### config.mk
export PLATFORM = sky130hd
export DESIGN_NAME = t_spi_rx
export DESIGN_NICKNAME = d
export VERILOG_FILES = /design/src/rtl/t_spi_rx.sv
export SDC_FILE = /design/constraint.sdc
export NUM_CORES = 1
export LEC_CHECK = 0
export ABC_AREA = 0
export CAP_MARGIN = 20
export CORE_MARGIN = 4
export CORE_UTILIZATION = 54
export CTS_CLUSTER_DIAMETER = 80
export CTS_CLUSTER_SIZE = 40
export DETAILED_ROUTE_END_ITERATION = 16
export MAX_ROUTING_LAYER = met4
export PLACE_DENSITY = 0.87
export REMOVE_ABC_BUFFERS = 1
export SETUP_SLACK_MARGIN = 0.1
export SLEW_MARGIN = 20
export SYNTH_ARGS = -nofsm -noshare
export SYNTH_HDL_FRONTEND = slang
export SYNTH_SLANG_ARGS = --single-unit
export TNS_END_PERCENT = 30
### constraint.sdc
create_clock -name clk_i -period 2.21 [get_ports clk_i]
set_input_delay 0.221 -clock clk_i [delete_from_list [all_inputs] [get_ports clk_i]]
set_output_delay 0.221 -clock clk_i [all_outputs]
set_load 0.005 [all_outputs]
### src/rtl/t_spi_rx.sv
// ============================================================================
// Module  : t_spi_rx
// Brief   : SPI (CPOL=1, CPHA=1) receive port with valid/ready word output.
// Revision: 1.0
// ============================================================================
`default_nettype none

module t_spi_rx #(
    parameter int DATA_WIDTH  = 32,
    parameter int SYNC_STAGES = 2
) (
    input  logic                  clk_i,
    input  logic                  rst_i,
    input  logic                  spi_i,
    input  logic                  spi_clk_i,
    input  logic                  spi_cs_i,
    output logic [DATA_WIDTH-1:0] rdata_o,
    output logic                  rvalid_o,
    input  logic                  rready_i,
    output logic                  overrun_o,
    output logic                  frame_err_o
);

    localparam int                CNT_W    = $clog2(DATA_WIDTH);
    localparam logic [CNT_W-1:0]  LAST_BIT = CNT_W'(DATA_WIDTH - 1);

    typedef enum logic [0:0] {
        ST_IDLE   = 1'b0,
        ST_ACTIVE = 1'b1
    } state_t;

    logic [SYNC_STAGES-1:0] r_clk_pipe;
    logic [SYNC_STAGES-1:0] r_cs_pipe;
    logic [SYNC_STAGES-1:0] r_data_pipe;
    logic                   r_clk_prev;
    logic                   r_cs_prev;

    state_t                 r_state;
    logic [CNT_W-1:0]       r_bit_cnt;
    logic [DATA_WIDTH-1:0]  r_shift;

    logic                   w_clk_sync;
    logic                   w_cs_sync;
    logic                   w_data_sync;
    logic                   w_rise;
    logic                   w_cs_fall;
    logic                   w_cs_rise;
    logic                   w_sample;
    logic                   w_complete;
    logic [DATA_WIDTH-1:0]  w_word;

    // Equal-depth synchronizers keep data, clock and select mutually aligned.
    always_ff @(posedge clk_i) begin
        if (rst_i) begin
            r_clk_pipe  <= '1;
            r_cs_pipe   <= '0;
            r_data_pipe <= '0;
            r_clk_prev  <= 1'b1;
            r_cs_prev   <= 1'b0;
        end else begin
            r_clk_pipe[0]  <= spi_clk_i;
            r_cs_pipe[0]   <= spi_cs_i;
            r_data_pipe[0] <= spi_i;
            for (int i = 1; i < SYNC_STAGES; i++) begin
                r_clk_pipe[i]  <= r_clk_pipe[i-1];
                r_cs_pipe[i]   <= r_cs_pipe[i-1];
                r_data_pipe[i] <= r_data_pipe[i-1];
            end
            r_clk_prev <= w_clk_sync;
            r_cs_prev  <= w_cs_sync;
        end
    end

    assign w_clk_sync  = r_clk_pipe[SYNC_STAGES-1];
    assign w_cs_sync   = r_cs_pipe[SYNC_STAGES-1];
    assign w_data_sync = r_data_pipe[SYNC_STAGES-1];

    assign w_rise     = ~r_clk_prev & w_clk_sync;
    assign w_cs_fall  =  r_cs_prev  & ~w_cs_sync;
    assign w_cs_rise  = ~r_cs_prev  & w_cs_sync;

    assign w_sample   = (r_state == ST_ACTIVE) && w_rise && !w_cs_sync;
    assign w_complete = w_sample && (r_bit_cnt == LAST_BIT);
    assign w_word     = {r_shift[DATA_WIDTH-2:0], w_data_sync};

    always_ff @(posedge clk_i) begin
        if (rst_i) begin
            r_state     <= ST_IDLE;
            r_bit_cnt   <= '0;
            r_shift     <= '0;
            rdata_o     <= '0;
            rvalid_o    <= 1'b0;
            overrun_o   <= 1'b0;
            frame_err_o <= 1'b0;
        end else begin
            overrun_o   <= 1'b0;
            frame_err_o <= 1'b0;

            if (rvalid_o && rready_i) begin
                rvalid_o <= 1'b0;
            end

            // A word completing while the slot is being drained replaces it.
            if (w_complete) begin
                if (!rvalid_o || rready_i) begin
                    rdata_o  <= w_word;
                    rvalid_o <= 1'b1;
                end else begin
                    overrun_o <= 1'b1;
                end
            end

            case (r_state)
                ST_IDLE: begin
                    r_bit_cnt <= '0;
                    if (w_cs_fall) begin
                        r_state <= ST_ACTIVE;
                    end
                end
                ST_ACTIVE: begin
                    if (w_cs_rise) begin
                        r_state   <= ST_IDLE;
                        r_bit_cnt <= '0;
                        if (r_bit_cnt != '0) begin
                            frame_err_o <= 1'b1;
                        end
                    end else if (w_sample) begin
                        r_shift   <= w_word;
                        r_bit_cnt <= w_complete ? '0 : r_bit_cnt + 1'b1;
                    end
                end
                default: begin
                    r_state   <= ST_IDLE;
                    r_bit_cnt <= '0;
                end
            endcase
        end
    end

endmodule

`default_nettype wire

==> results of run 1 <==
-- cell usage after synthesis (2+ instances only) --
master / number
nand3b_1: 2
buf_2: 4
mux2i_1: 32
nor4b_1: 2
dfxtp_1: 80
a21oi_1: 38
or2_2: 3
nand2b_1: 65
inv_1: 2
clkbuf_1: 15
ha_1: 3
nand2_1: 68
nor2b_1: 5
o21ai_0: 2
buf_6: 5
-- per-stage QoR --
stage / std cells / instance area (um^2) / util (%)
after CTS: 449 / 3790 / 68.1
final: 449 / 3790 / 68.1
after global placement: 433 / 3550 / 63.8
after floorplan: 315 / 3010 / -
after detailed placement: 433 / 3550 / 63.8
after global routing: 449 / 3790 / 68.1
-- worst max-delay path by stage --
stage,startpoint,endpoint,slack [ns],cells after the start
after detailed placement,r_bit_cnt[0],rdata_o[11],0.30,6
after global routing,r_bit_cnt[0],rdata_o[11],0.12,6
after global placement,r_bit_cnt[0],rdata_o[13],0.42,6
final,r_bit_cnt[1],rdata_o[11],0.30,6
after floorplan,r_cs_pipe[1],r_bit_cnt[3],0.07,3
after CTS,r_bit_cnt[0],rdata_o[11],0.29,6
-- power groups by stage --
stage               clock network (uW)  logic [uW]  registers [uW]
floorplan                            0        25.4            1480
global placement                     0        61.0            1480
detailed placement                   0        61.7            1480
CTS                               1260        61.4            1450
global route                      1330        67.0            1450
finish                            1240        61.6            1450
-- final cells by class --
cell class	count	area [um^2]	area share, %
clock buffers	12	165	4.35
clock inverters	4	75.1	1.98
inverters	2	7.51	0.198
flip-flops and latches	80	1600	42.2
multi-input cells	233	1400	37.0
well taps	72	90.1	2.37
repair buffers	46	453	11.9
-- registers in the layout, summed over array words and instances, names as in the netlist, 2 cells and up --
register / flops
r_bit_cnt: 5
r_clk_pipe: 2
r_cs_pipe: 2
r_data_pipe: 2
r_shift: 31
rdata_o: 32
-- layer usage --
layer	vias to the layer above	track usage (%)	routed length, um
li1	1163	-	-
met1	1054	20.2	2550
met2	47	27.3	2590
met3	9	4.22	278
met4	0	9.06	106
met5	-	-	0
-- worst reg2reg max path, stage by stage (launching register included) --
cell and delay, ns:
dfxtp_1 0.41, ha_1 0.21, and3_1 0.17, ha_1 0.28
and3_4 0.23, buf_4 0.31, mux2i_1 0.24
-- cell families after synthesis --
logic type	synth area share (%)
DFF	50.9
adders and majority gates	1.19
and+or+nand+nor	26.4
buffers and inverters	4.46
AOI/OAI and AO/OA	6.80
muxes	10.2
==> impl_metrics.tcl, run 1 <==
set metrics [dict create \
    hold_buffers 0 \
    r2r_slack_ns 0.30 \
    grt_overflow 0 \
    clockRootBuffer "clkbuf_8" \
    core_mm2 0.00557 \
    reg2regPathDepth 6 \
    final_cell_mix "80 x dfxtp_1, 68 x nand2_1, 65 x nand2b_1" \
    cp.arrival_ns 2.19 \
    grt_pass1_wl_um 9720 \
    track_usage_pct 17.2 \
    final_common_cell "dfxtp_1" \
    slowest_stage "dfxtp_1" \
    max_freq_mhz 523 \
    synth_cells 339 \
    cpPeakStageDelay_ns 0.41 \
    yosysUniqueCellTypes 28 \
    antenna_left 0 \
    route.detailed.drc 0 \
    dieArea_mm2 0.00711 \
    drive_above_1_share_pct 7.16 \
    layout_min_cycle_time_ns 1.91 \
    clockPowerShare_pct 45.1 \
    intPower_uw 2210 \
    cts_resized 0 \
    gp_congestion 0.832 \
    antenna_cells 0 \
    synth_warnings 0 \
    initial_core_util_pct 56.4 \
    dp_hpwl_um 3420 \
    period_share_pct 86.6 \
    worst_slack_ns 0.297 \
    critPathLaunchType "register" \
    synth_area_mm2 0.00314 \
    routed_wl_um 5520 \
    p_leak_uw 0.00120 \
    worst_hold_slack_ns 0.351 \
    die_h_um 84.3 \
    cp_num_buf_inv 1 \
    finalSetupViolations 0 \
    p_seq_share_pct 52.7 \
    hold_viol_final 0 \
    outcome "finished, final reports clean" \
    clock_sinks 80 \
    synth_edf_count 0 \
    min_from "rst_i" \
    synth.area.top_cells "dfxtp_1 51%, nand2b_1 13%, mux2i_1 10%" \
    cap_violations 0 \
    cts_max_level 3 \
    drt_pre_antenna_iters 4 \
    slew-limit-headroom_pct 63.8 \
    finalNetCount 381 \
    syn_area_per_cell_um2 9.28 \
    avgViaCountPerCell 5.06 \
    grt_max_degree 46 \
    vdd.ir_drop.worst_v 0.000528 \
    synth_ff_type "dfxtp_1" \
    ios 41 \
    whs_path_depth 2 \
    netlist.top_cell.by_area "dfxtp_1" \
    slew_viol_final 0 \
    cp_common_cell "ha_1" \
    post-place-ws_ns 0.304 \
    drtIter0Drc 128 \
    clk_pin_slew_ns 0.08 \
    worstSetupPathType "register to register" \
    antenna_found_initial 0 \
    cts_tree "done" \
    fillCellCount 436 \
    min_path_type "primary input to register" \
    tns_ns 0 \
    fin_skew_ns 0.00909 \
    p_comb_share_pct 2.2 \
    clock_latency_ns 0.35 \
    worstSetupEndpointType "register" \
    ys_seq_elements 80 \
    die_w_um 84.3 \
    vias 2273 \
    grt_setup_unrepaired "false" \
    async_reset_ff_share_pct 0 \
    power.net_switching_uw 545 \
    clockBufferDepth 2 \
    post_cts_buffers 0 \
    crit_family "adder cells" \
    seq_area_frac_synth_pct 50.9 \
    drt-wirelength-per-cell_um 12.3 \
    worstPathRequired_ns 2.49 \
    r2r_end "rdata_o[11]" \
    yosysTopAreaCellShare_pct 50.9 \
    worstPathCellList "ha_1 > and3_1 > ha_1 > and3_4 > buf_4 > mux2i_1" \
    placement.io_buffers 40 \
    timing.rr.start "r_bit_cnt[1]" \
    power_density_mw_per_mm2 726 \
    p_sw_share_pct 19.8 \
    placementRows 27 \
    cts_buffers 9 \
    grt_pass1_vias 2193 \
    syn_to_final_growth_pct 20.7 \
    tightest_slew_ns 0.543 \
    finalPower_uw 2750 \
    whs_endpoint "r_cs_pipe[0]" \
    critPathMaxFanout 19 \
]
Power figures use the tool's default switching activity.
==> inputs of run 2 (changes only) <==
--- a/config.mk
+++ b/config.mk
@@ -7,8 +7,10 @@
 export LEC_CHECK = 0
 export ABC_AREA = 0
 export CAP_MARGIN = 20
+export CELL_PAD_IN_SITES_DETAIL_PLACEMENT = 1
+export CELL_PAD_IN_SITES_GLOBAL_PLACEMENT = 1
 export CORE_MARGIN = 4
-export CORE_UTILIZATION = 54
+export CORE_UTILIZATION = 41
 export CTS_CLUSTER_DIAMETER = 80
 export CTS_CLUSTER_SIZE = 40
 export DETAILED_ROUTE_END_ITERATION = 16
==> run 2 against run 1 <==
  * Register-to-register slack is essentially flat
  * Via count up 1.3%
  * Routed wire length grew 17%
  * Die area grew 29%
  * Core utilization is 16 points lower
  * Cell count grew 5.6%
  * Critical path type unchanged
  * Largest power group unchanged
==> impl_metrics.tcl, run 2 (synthesis gave the netlist of run 1 again) <==
set metrics [dict create \
    outcome "finished, final reports clean" \
    timing.rr.start "r_bit_cnt[0]" \
    clockRootBuffer "clkbuf_8" \
    cap_violations 0 \
    tns_ns 0 \
    die_h_um 95.6 \
    r2r_slack_ns 0.29 \
    p_sw_share_pct 19.5 \
    vdd.ir_drop.worst_v 0.000294 \
    cp.arrival_ns 2.19 \
    post_cts_buffers 0 \
    largest_register "rdata_o" \
    track_usage_pct 16.3 \
    antenna_cells 0 \
    grt_setup_unrepaired "false" \
    initial_core_util_pct 42.7 \
    min_path_type "primary input to register" \
    routed_wl_um 6480 \
    worstSetupPathType "register to register" \
    drt_pre_antenna_iters 4 \
    placement.io_buffers 40 \
    intPower_uw 2290 \
    clock_latency_ns 0.35 \
    syn_to_final_growth_pct 22.1 \
    grt_pass1_vias 2352 \
    worst_slack_ns 0.294 \
    period_share_pct 86.7 \
    fillCellCount 857 \
    hold_buffers 0 \
    ios 41 \
    dieArea_mm2 0.00913 \
    antenna_left 0 \
    final_util_pct 52.1 \
    clk_pin_slew_ns 0.08 \
    vias 2302 \
    worstSetupEndpointType "register" \
    avgViaCountPerCell 4.86 \
    post-place-ws_ns 0.334 \
    layout_min_cycle_time_ns 1.92 \
    clock_sinks 80 \
    max_freq_mhz 522 \
    whs_path_depth 2 \
    slew-limit-headroom_pct 69.0 \
    die_w_um 95.6 \
    min_from "rst_i" \
    grt_pass1_wl_um 11200 \
    drive_above_1_share_pct 6.67 \
    worstPathRequired_ns 2.48 \
    core_mm2 0.00737 \
    clockBufferDepth 2 \
    dp_hpwl_um 4050 \
    tightest_slew_ns 0.465 \
    p_comb_share_pct 2.1 \
    cts_resized 0 \
    slew_viol_final 0 \
    cts_tree "done" \
    fin_skew_ns 0.00820 \
    critPathMaxFanout 32 \
    cts_max_level 3 \
    power.net_switching_uw 554 \
    gp_congestion 0.730 \
    drtIter0Drc 74 \
    cts_buffers 9 \
    final_cell_mix "80 x dfxtp_1, 68 x nand2_1, 65 x nand2b_1" \
    critPathLaunchType "register" \
    placementRows 31 \
    finalSetupViolations 0 \
    drt-wirelength-per-cell_um 13.7 \
    p_seq_share_pct 51.0 \
    finalNetCount 379 \
    p_leak_uw 0.00120 \
    power_density_mw_per_mm2 741 \
    reg_top3 "rdata_o x32, r_shift x31, r_bit_cnt x5" \
    whs_endpoint "r_cs_pipe[1]" \
    largest_reg_flops 32 \
    clockPowerShare_pct 46.9 \
    grt_max_degree 80 \
    route.detailed.drc 0 \
    antenna_found_initial 0 \
    r2r_end "rdata_o[12]" \
    grt_overflow 0 \
    final_common_cell "dfxtp_1" \
    reg2regPathDepth 6 \
    hold_viol_final 0 \
]
run 2: layout make-up:
class	instances	area [um^2]	share of cell area, %
multi-input combinational	233	1400	36.5
sequential	80	1600	41.7
timing repair buffer	44	450	11.7
inverter	2	7.51	0.196
clock buffer	11	151	3.94
tap	99	124	3.23
clock inverter	5	103	2.67
run 2: metrics by stage:
stage	hold slack [ns]	power (uW)	cells	cell area, um^2
after global routing	0.321	2960	474	3840
after global placement	0.391	1540	458	3590
after CTS	0.291	2890	474	3840
final	0.307	2840	474	3840
after floorplan	0.290	1510	315	3010
after detailed placement	0.406	1550	458	3590
run 2: routing by layer:
layer | track usage, % | routed length [um] | up-vias
met5 | - | 0 | -
met4 | 4.62 | 87 | 0
met2 | 27.6 | 3350 | 29
met3 | 5.29 | 211 | 9
li1 | - | - | 1163
met1 | 18.4 | 2830 | 1101
run 2: worst max-delay path by stage:
stage	from	depth (start not counted)	slack (ns)	to
CTS	r_bit_cnt[0]	6	0.28	rdata_o[27]
floorplan	r_cs_pipe[1]	3	0.07	r_bit_cnt[3]
global placement	r_bit_cnt[0]	6	0.48	rdata_o[28]
global route	r_bit_cnt[0]	6	0.18	rdata_o[27]
finish	r_bit_cnt[0]	6	0.29	rdata_o[12]
detailed placement	r_bit_cnt[0]	6	0.33	rdata_o[6]
run 2: power by group through the flow:
stage               Clock, uW  Combinational [uW]  Sequential, uW
finish                   1330                60.5            1450
global route             1440                66.2            1450
CTS                      1370                61.4            1450
detailed placement          0                61.1            1480
global placement            0                59.8            1480
floorplan                   0                25.4            1480
run 2: critical path, stage by stage (launching register included):
cell	delay, ns
dfxtp_1	0.43
ha_1	0.22
and3_1	0.17
ha_1	0.28
and3_4	0.24
buf_12	0.22
mux2i_1	0.23
